<file path="src/rtl/ball_tracker_pkg.sv">
// Shared types and default widths for the ball_tracker pixel-stream object tracker.
package ball_tracker_pkg;

  localparam int unsigned DEF_DW         = 10;
  localparam int unsigned DEF_XW         = 12;
  localparam int unsigned DEF_YW         = 12;
  localparam int unsigned DEF_CW         = 24;
  localparam int unsigned DEF_MIN_PIXELS = 4;

  localparam logic [DEF_XW-1:0] DEF_X_SAT   = {DEF_XW{1'b1}};
  localparam logic [DEF_YW-1:0] DEF_Y_SAT   = {DEF_YW{1'b1}};
  localparam logic [DEF_CW-1:0] DEF_CNT_SAT = {DEF_CW{1'b1}};

  typedef enum logic [1:0] {
    SYNC    = 2'd0,
    ARMED   = 2'd1,
    ACTIVE  = 2'd2,
    PUBLISH = 2'd3
  } state_t;

endpackage

</file>
<file path="src/rtl/ball_tracker_axis.sv">
// One bounding-box axis: running min/max of qualifying coordinates, reinitialised per frame.
module ball_tracker_axis
  import ball_tracker_pkg::*;
#(
  parameter int unsigned W = DEF_XW
) (
  input  logic         clk,
  input  logic         reset,
  input  logic         init,
  input  logic         upd,
  input  logic [W-1:0] val,
  output logic [W-1:0] v_min,
  output logic [W-1:0] v_max
);

  always_ff @(posedge clk or posedge reset) begin
    if (reset) begin
      v_min <= '1;
      v_max <= '0;
    end else if (init) begin
      v_min <= '1;
      v_max <= '0;
    end else if (upd) begin
      if (val < v_min) v_min <= val;
      if (val > v_max) v_max <= val;
    end
  end

endmodule

</file>
<file path="src/rtl/ball_tracker.sv">
// Per-frame threshold tracker: bounding box and count of bright samples, published with valid/ack.
// Optional region of interest: define BALL_TRACKER_ROI_EN.
module ball_tracker
  import ball_tracker_pkg::*;
#(
  parameter int unsigned DW         = DEF_DW,
  parameter int unsigned XW         = DEF_XW,
  parameter int unsigned YW         = DEF_YW,
  parameter int unsigned CW         = DEF_CW,
  parameter int unsigned MIN_PIXELS = DEF_MIN_PIXELS
) (
  input  logic          clk,
  input  logic          reset,
  input  logic [DW-1:0] pix_d,
  input  logic          fval,
  input  logic          lval,
  input  logic [DW-1:0] threshold,
`ifdef BALL_TRACKER_ROI_EN
  input  logic [XW-1:0] roi_x0,
  input  logic [XW-1:0] roi_x1,
  input  logic [YW-1:0] roi_y0,
  input  logic [YW-1:0] roi_y1,
`endif
  input  logic          result_ack,
  output logic          result_valid,
  output logic          found,
  output logic [XW-1:0] x_min,
  output logic [XW-1:0] x_max,
  output logic [YW-1:0] y_min,
  output logic [YW-1:0] y_max,
  output logic [CW-1:0] pix_count,
  output logic          overrun,
  output logic          frame_active
);

  localparam logic [XW-1:0] X_SAT   = {XW{1'b1}};
  localparam logic [YW-1:0] Y_SAT   = {YW{1'b1}};
  localparam logic [CW-1:0] CNT_SAT = {CW{1'b1}};
  localparam logic [CW-1:0] MIN_CNT = CW'(MIN_PIXELS);

  state_t        state;
  logic [DW-1:0] pix_q;
  logic          fval_q, lval_q, fval_d, line_d;
  logic [DW-1:0] thr_l;
  logic [XW-1:0] x;
  logic [YW-1:0] y;
  logic [CW-1:0] cnt;
  logic [XW-1:0] ax_min, ax_max;
  logic [YW-1:0] ay_min, ay_max;
  logic          in_line, in_roi, frame_start, qual, has_found;

`ifdef BALL_TRACKER_ROI_EN
  logic [XW-1:0] rx0_l, rx1_l;
  logic [YW-1:0] ry0_l, ry1_l;
  assign in_roi = (x >= rx0_l) && (x <= rx1_l) && (y >= ry0_l) && (y <= ry1_l);
`else
  assign in_roi = 1'b1;
`endif

  assign in_line     = fval_q && lval_q;
  assign frame_start = (state == ARMED) && fval_q && !fval_d;
  assign qual        = (state == ACTIVE) && in_line && (pix_q >= thr_l) && in_roi;
  assign has_found   = (cnt >= MIN_CNT);

  // Input stage; fval_d resets high so SYNC only arms after a real low sample.
  always_ff @(posedge clk or posedge reset) begin
    if (reset) begin
      pix_q  <= '0;
      fval_q <= 1'b0;
      lval_q <= 1'b0;
      fval_d <= 1'b1;
      line_d <= 1'b0;
    end else begin
      pix_q  <= pix_d;
      fval_q <= fval;
      lval_q <= lval;
      fval_d <= fval_q;
      line_d <= in_line;
    end
  end

  ball_tracker_axis #(.W(XW)) u_axis_x (
    .clk   (clk),
    .reset (reset),
    .init  (frame_start),
    .upd   (qual),
    .val   (x),
    .v_min (ax_min),
    .v_max (ax_max)
  );

  ball_tracker_axis #(.W(YW)) u_axis_y (
    .clk   (clk),
    .reset (reset),
    .init  (frame_start),
    .upd   (qual),
    .val   (y),
    .v_min (ay_min),
    .v_max (ay_max)
  );

  // Frame FSM, position counters and result registers.
  always_ff @(posedge clk or posedge reset) begin
    if (reset) begin
      state        <= SYNC;
      x            <= '0;
      y            <= '0;
      cnt          <= '0;
      thr_l        <= '0;
      result_valid <= 1'b0;
      found        <= 1'b0;
      x_min        <= '0;
      x_max        <= '0;
      y_min        <= '0;
      y_max        <= '0;
      pix_count    <= '0;
      overrun      <= 1'b0;
      frame_active <= 1'b0;
`ifdef BALL_TRACKER_ROI_EN
      rx0_l        <= '0;
      rx1_l        <= '0;
      ry0_l        <= '0;
      ry1_l        <= '0;
`endif
    end else begin
      if (result_ack && result_valid) begin
        result_valid <= 1'b0;
        overrun      <= 1'b0;
      end
      case (state)
        SYNC: begin
          if (!fval_q && !fval_d) state <= ARMED;
        end
        ARMED: begin
          if (frame_start) begin
            state        <= ACTIVE;
            frame_active <= 1'b1;
            x            <= '0;
            y            <= '0;
            cnt          <= '0;
            thr_l        <= threshold;
`ifdef BALL_TRACKER_ROI_EN
            rx0_l        <= roi_x0;
            rx1_l        <= roi_x1;
            ry0_l        <= roi_y0;
            ry1_l        <= roi_y1;
`endif
          end
        end
        ACTIVE: begin
          if (!fval_q) begin
            state        <= PUBLISH;
            frame_active <= 1'b0;
          end else if (lval_q) begin
            if (x != X_SAT) x <= x + XW'(1);
            if (qual && (cnt != CNT_SAT)) cnt <= cnt + CW'(1);
          end else if (line_d) begin
            x <= '0;
            if (y != Y_SAT) y <= y + YW'(1);
          end
        end
        PUBLISH: begin
          state        <= ARMED;
          result_valid <= 1'b1;
          found        <= has_found;
          x_min        <= has_found ? ax_min : '0;
          x_max        <= has_found ? ax_max : '0;
          y_min        <= has_found ? ay_min : '0;
          y_max        <= has_found ? ay_max : '0;
          pix_count    <= cnt;
          if (result_valid && !result_ack) overrun <= 1'b1;
        end
        default: state <= SYNC;
      endcase
    end
  end

endmodule
</file>
<file path="config.mk">
export PLATFORM = sky130hd
export DESIGN_NAME = ball_tracker
export DESIGN_NICKNAME = d
export VERILOG_FILES = /design/src/rtl/ball_tracker_pkg.sv /design/src/rtl/ball_tracker_axis.sv /design/src/rtl/ball_tracker.sv
export SDC_FILE = /design/constraint.sdc
export NUM_CORES = 1
export LEC_CHECK = 0
export ABC_AREA = 1
export CORE_ASPECT_RATIO = 0.9
export CORE_UTILIZATION = 52
export DETAILED_ROUTE_END_ITERATION = 10
export PLACE_DENSITY = 0.81
export SKIP_CTS_REPAIR_TIMING = 1
export SLEW_MARGIN = 10
export SYNTH_ARGS = -nofsm -noshare
export SYNTH_HDL_FRONTEND = slang
export SYNTH_SLANG_ARGS = --single-unit
</file>
<file path="constraint.sdc">
create_clock -name clk -period 6.3 [get_ports clk]
set_input_delay 1.26 -clock clk [delete_from_list [all_inputs] [get_ports clk]]
set_output_delay 1.26 -clock clk [all_outputs]
set_load 0.02 [all_outputs]
</file>
==> summary.md <==
| Metric | Value |
|---|---|
| Result of the run | `complete, no violations` |
| Commonest cells in the synthesized netlist | `473 x nand2_1, 173 x dfrtp_1, 125 x inv_1` |
| Slowest Stage Delay on Critical Path | `0.65 ns` |
| Critical path depth | `10` |
| Worst path arrival time | `3.64 ns` |
| Relative slew slack | `28.4%` |
| Post-Syn Area per Cell | `7.81 um^2` |
| DR iter-0 viols | `818` |
| Global-route wire length before repair | `42.1 mm` |
| WL per Instance | `15.0 um` |
| Antenna viol nets, final | `0` |
| Share of power burned in registers | `40.0%` |
| P_leak | `5.90 nW` |
| ANT cells | `0` |
| Initial Util | `53.8%` |
| Max clock buf depth | `2` |
| Simple-Gate Fraction of Synth Area | `29.3%` |
| Final Hold Vio Count | `0` |
| DR pass1 iterations | `6` |
| Clk Latency, worst-skew pair | `0.44 ns` |
| Synthesized flop and latch total | `198` |
| WP buf/inv | `3` |
| Core area | `19500 um^2` |
| Compound-cell area share of the yosys netlist | `6.52%` |
| Initial antenna violation count | `0` |
| Power after layout | `3.74 mW` |
| Seq/Total Area, Yosys | `47.7%` |
| Cell Int Power | `2.38 mW` |
| CP Capture Type | `register` |
| Post-synth EDFFs | `0` |
| Switching power | `1.37 mW` |
| H-tree Lvls | `4` |
| Share of the synthesized area in the top cell type | `41.4%` |
| Hpwl dp | `17.2 mm` |
| Kind of critical path | `reg -> reg` |
| RSZ-0062 raised after global routing | `no` |
| Most frequent CP cell | `nand2_1` |
| CTS tree | `yes` |
| Clock power share | `30.5%` |
| Critical path origin | `state[0]$_DFFE_PP0P_` |
| Chip height | `137 um` |
| Peak Freq | `0.302 GHz` |
| Largest delay share family, worst path | `simple AND/OR/NAND/NOR gates` |
| Synth Flop Type | `dfrtp_1` |
| VDD IR max | `0.222 mV` |
| Worst-Margin Slew | `1.07 ns` |
| Largest family of logic cells by synthesized area | `simple AND/OR/NAND/NOR gates` |
| Post-synthesis adder-cell area fraction | `7.65%` |
| Mux cell area share after synthesis | `0%` |
| Sw frac | `36.5%` |
| Port bufs | `100` |
| Worst reg2reg setup slack | `2.98 ns` |
| Max Slew Vio Count | `0` |
| Hold crit path type | `reg -> reg` |
| Vias in the first global route | `8608` |
| Reg2reg end | `u_axis_x.v_max[3]$_DFFE_PP0P_` |
| Synthesized instance count | `1340` |
| Synthesized area | `10500 um^2` |
| CTS Root Cell | `clkbuf_16` |
| Final worst-path cycle share | `52.6%` |
| Fraction of registers with async set/reset | `100%` |
| Finish-stage setup viols | `0` |
| Cell taking the most area after synthesis | `dfrtp_1` |
| Gr usage total | `26.1%` |
| Top-count cell post-synth | `nand2_1` |
| CTS Sinks | `198` |
| Total wire length | `25.3 mm` |
| WP data required | `6.62 ns` |
| Critical R2R Launch | `state[0]$_DFFE_PP0P_` |
| Top post-synthesis cells by area | `dfrtp_1 41%, nand2_1 17%, ha_1 7.7%` |
| Reg2Reg Depth | `10` |
| # rows | `48` |
| Total Nets Final | `1504` |
| Worst-path cell chain | `inv_1 > ha_1 > clkinv_1 > nor2_1 > nand2_1 > nand2_1 > buf_4 > nand2_1 > nand2_1 > nand2_1` |
| Num CTS Buffers | `17` |
| Max cap viols | `0` |
| Yosys cell types | `36` |
| Die ar. | `20700 um^2` |
| Final setup skew | `0.00891 ns` |
| Startpoint types | `register` |
| Combinational fraction of design power | `29.5%` |
| Die W | `152 um` |
| Num ports | `101` |
| Final setup TNS | `0 ns` |
| Clock-pin slew of the registers on the worst-case setup and hold paths | `0.07 ns` |
| Syn_nets | `1429` |
| Worst Setup EP | `u_axis_x.v_max[3]$_DFFE_PP0P_` |
| Xor and xnor fraction of the mapped netlist area | `2.01%` |
| CP max FO | `27` |
| Total gr overflow | `0` |
| Largest net degree at the start of global routing | `199` |
| Crit-path slowest cell | `ha_1` |
| Syn-to-layout area delta | `16.7%` |
| Period minus WS final | `3.32 ns` |
| Synth warn | `0` |
| # DRC | `0` |
| Layout cells sized above 1 | `5.11%` |
| Avg Vias per Cell | `5.34` |
| GP Congestion | `0.916` |
| Vias | `8963` |
| Power per cell area | `307 nW/um^2` |
==> logic make-up after synthesis <==
logic type / Yosys count
AO/OA/AOI/OAI: 132
buffers and inverters: 177
adder cells (fa/ha/maj): 64
flip-flops: 198
AND/OR/NAND/NOR: 745
XOR/XNOR: 24
==> final cells by class <==
class / count / area, um^2
timing repair buffer: 105 / 1050
clock buffer: 26 / 499
multi-input combinational: 965 / 4760
fill: 1655 / 7250
clock inverter: 6 / 114
tap: 250 / 313
inverter: 128 / 484
sequential: 198 / 4990
==> routing by layer <==
layer / part of all wire, % / routed length (um) / vias up / GRT usage (%)
met1: 44 / 11100 / 4200 / 34.7
met4: 1.9 / 468 / 0 / 8.36
met3: 7.1 / 1800 / 54 / 6.27
li1: - / - / 4401 / -
met5: 0 / 0 / - / 0
met2: 47 / 11900 / 308 / 42.2
==> worst min-delay path, delay by kind of cell (launching register included) <==
kind	cells	cell delay [ns]
flip-flops	1	0.37
AND/OR/NAND/NOR	2	0.09
==> sequential cells by signal (all words and copies together) (netlist names), 2 cells and up, named ones only <==
| name | flops |
|---|---|
| thr_l | 10 |
| pix_count | 24 |
| u_axis_y.v_min | 12 |
| cnt | 24 |
| u_axis_y.v_max | 12 |
| u_axis_x.v_min | 12 |
| x_max | 12 |
| y | 12 |
| y_min | 12 |
| state | 2 |
| x | 12 |
| u_axis_x.v_max | 12 |
| pix_q | 10 |
| x_min | 12 |
| y_max | 12 |
==> worst min-delay path by stage <==
stage	start	to	slack (ns)	cells past startpoint
5_1_grt	u_axis_x.v_min[3]$_DFFE_PP1P_	u_axis_x.v_min[3]$_DFFE_PP1P_	0.49	2
6_report	u_axis_x.v_min[9]$_DFFE_PP1P_	u_axis_x.v_min[9]$_DFFE_PP1P_	0.47	2
2_1_floorplan	fval_q$_DFF_PP0_	fval_d$_DFF_PP1_	0.43	0
4_1_cts	u_axis_x.v_min[9]$_DFFE_PP1P_	u_axis_x.v_min[9]$_DFFE_PP1P_	0.47	2
3_5_place_dp	u_axis_x.v_min[10]$_DFFE_PP1P_	u_axis_x.v_min[10]$_DFFE_PP1P_	0.46	2
3_3_place_gp	u_axis_x.v_min[9]$_DFFE_PP1P_	u_axis_x.v_min[9]$_DFFE_PP1P_	0.45	2
==> layout by cell type (no fill, tap or decap), types with 9 or more instances in the layout <==
cell type        Yosys  routed
nor2_1             116     116
xor2_1              19      19
clkdlybuf4s50_1      0     100
ha_1                64      64
clkbuf_16            0      17
inv_1              125     124
o21ai_1              9       9
nor3_1              17      17
a21oi_1             32      32
dfrtp_1            173     173
nand2_1            473     473
dfstp_2             25      25
nand4_1             11      11
o21ai_0             82      82
nand3_1            108     108
==> power groups by stage <==
stage / Combinational [mW] / Clock, mW / Sequential, mW
finish: 1.11 / 1.14 / 1.50
CTS: 1.11 / 1.16 / 1.49
global placement: 1.06 / 0 / 1.51
floorplan: 0.856 / 0 / 1.51
detailed placement: 1.09 / 0 / 1.52
global route: 1.26 / 1.21 / 1.51
==> through the flow <==
step / utilization, % / setup WS (ns) / hold WS (ns) / instance area, um^2 / instances
after floorplan: - / 2.50 / 0.432 / 10500 / 1340
after global placement: 59.6 / 3.20 / 0.448 / 11600 / 1646
after detailed placement: 59.6 / 3.05 / 0.457 / 11600 / 1646
after CTS: 62.7 / 3.06 / 0.466 / 12200 / 1678
after global routing: 62.7 / 2.64 / 0.486 / 12200 / 1678
final: 62.7 / 2.98 / 0.466 / 12200 / 1678
Note: power is estimated with default switching activity, not from simulation.
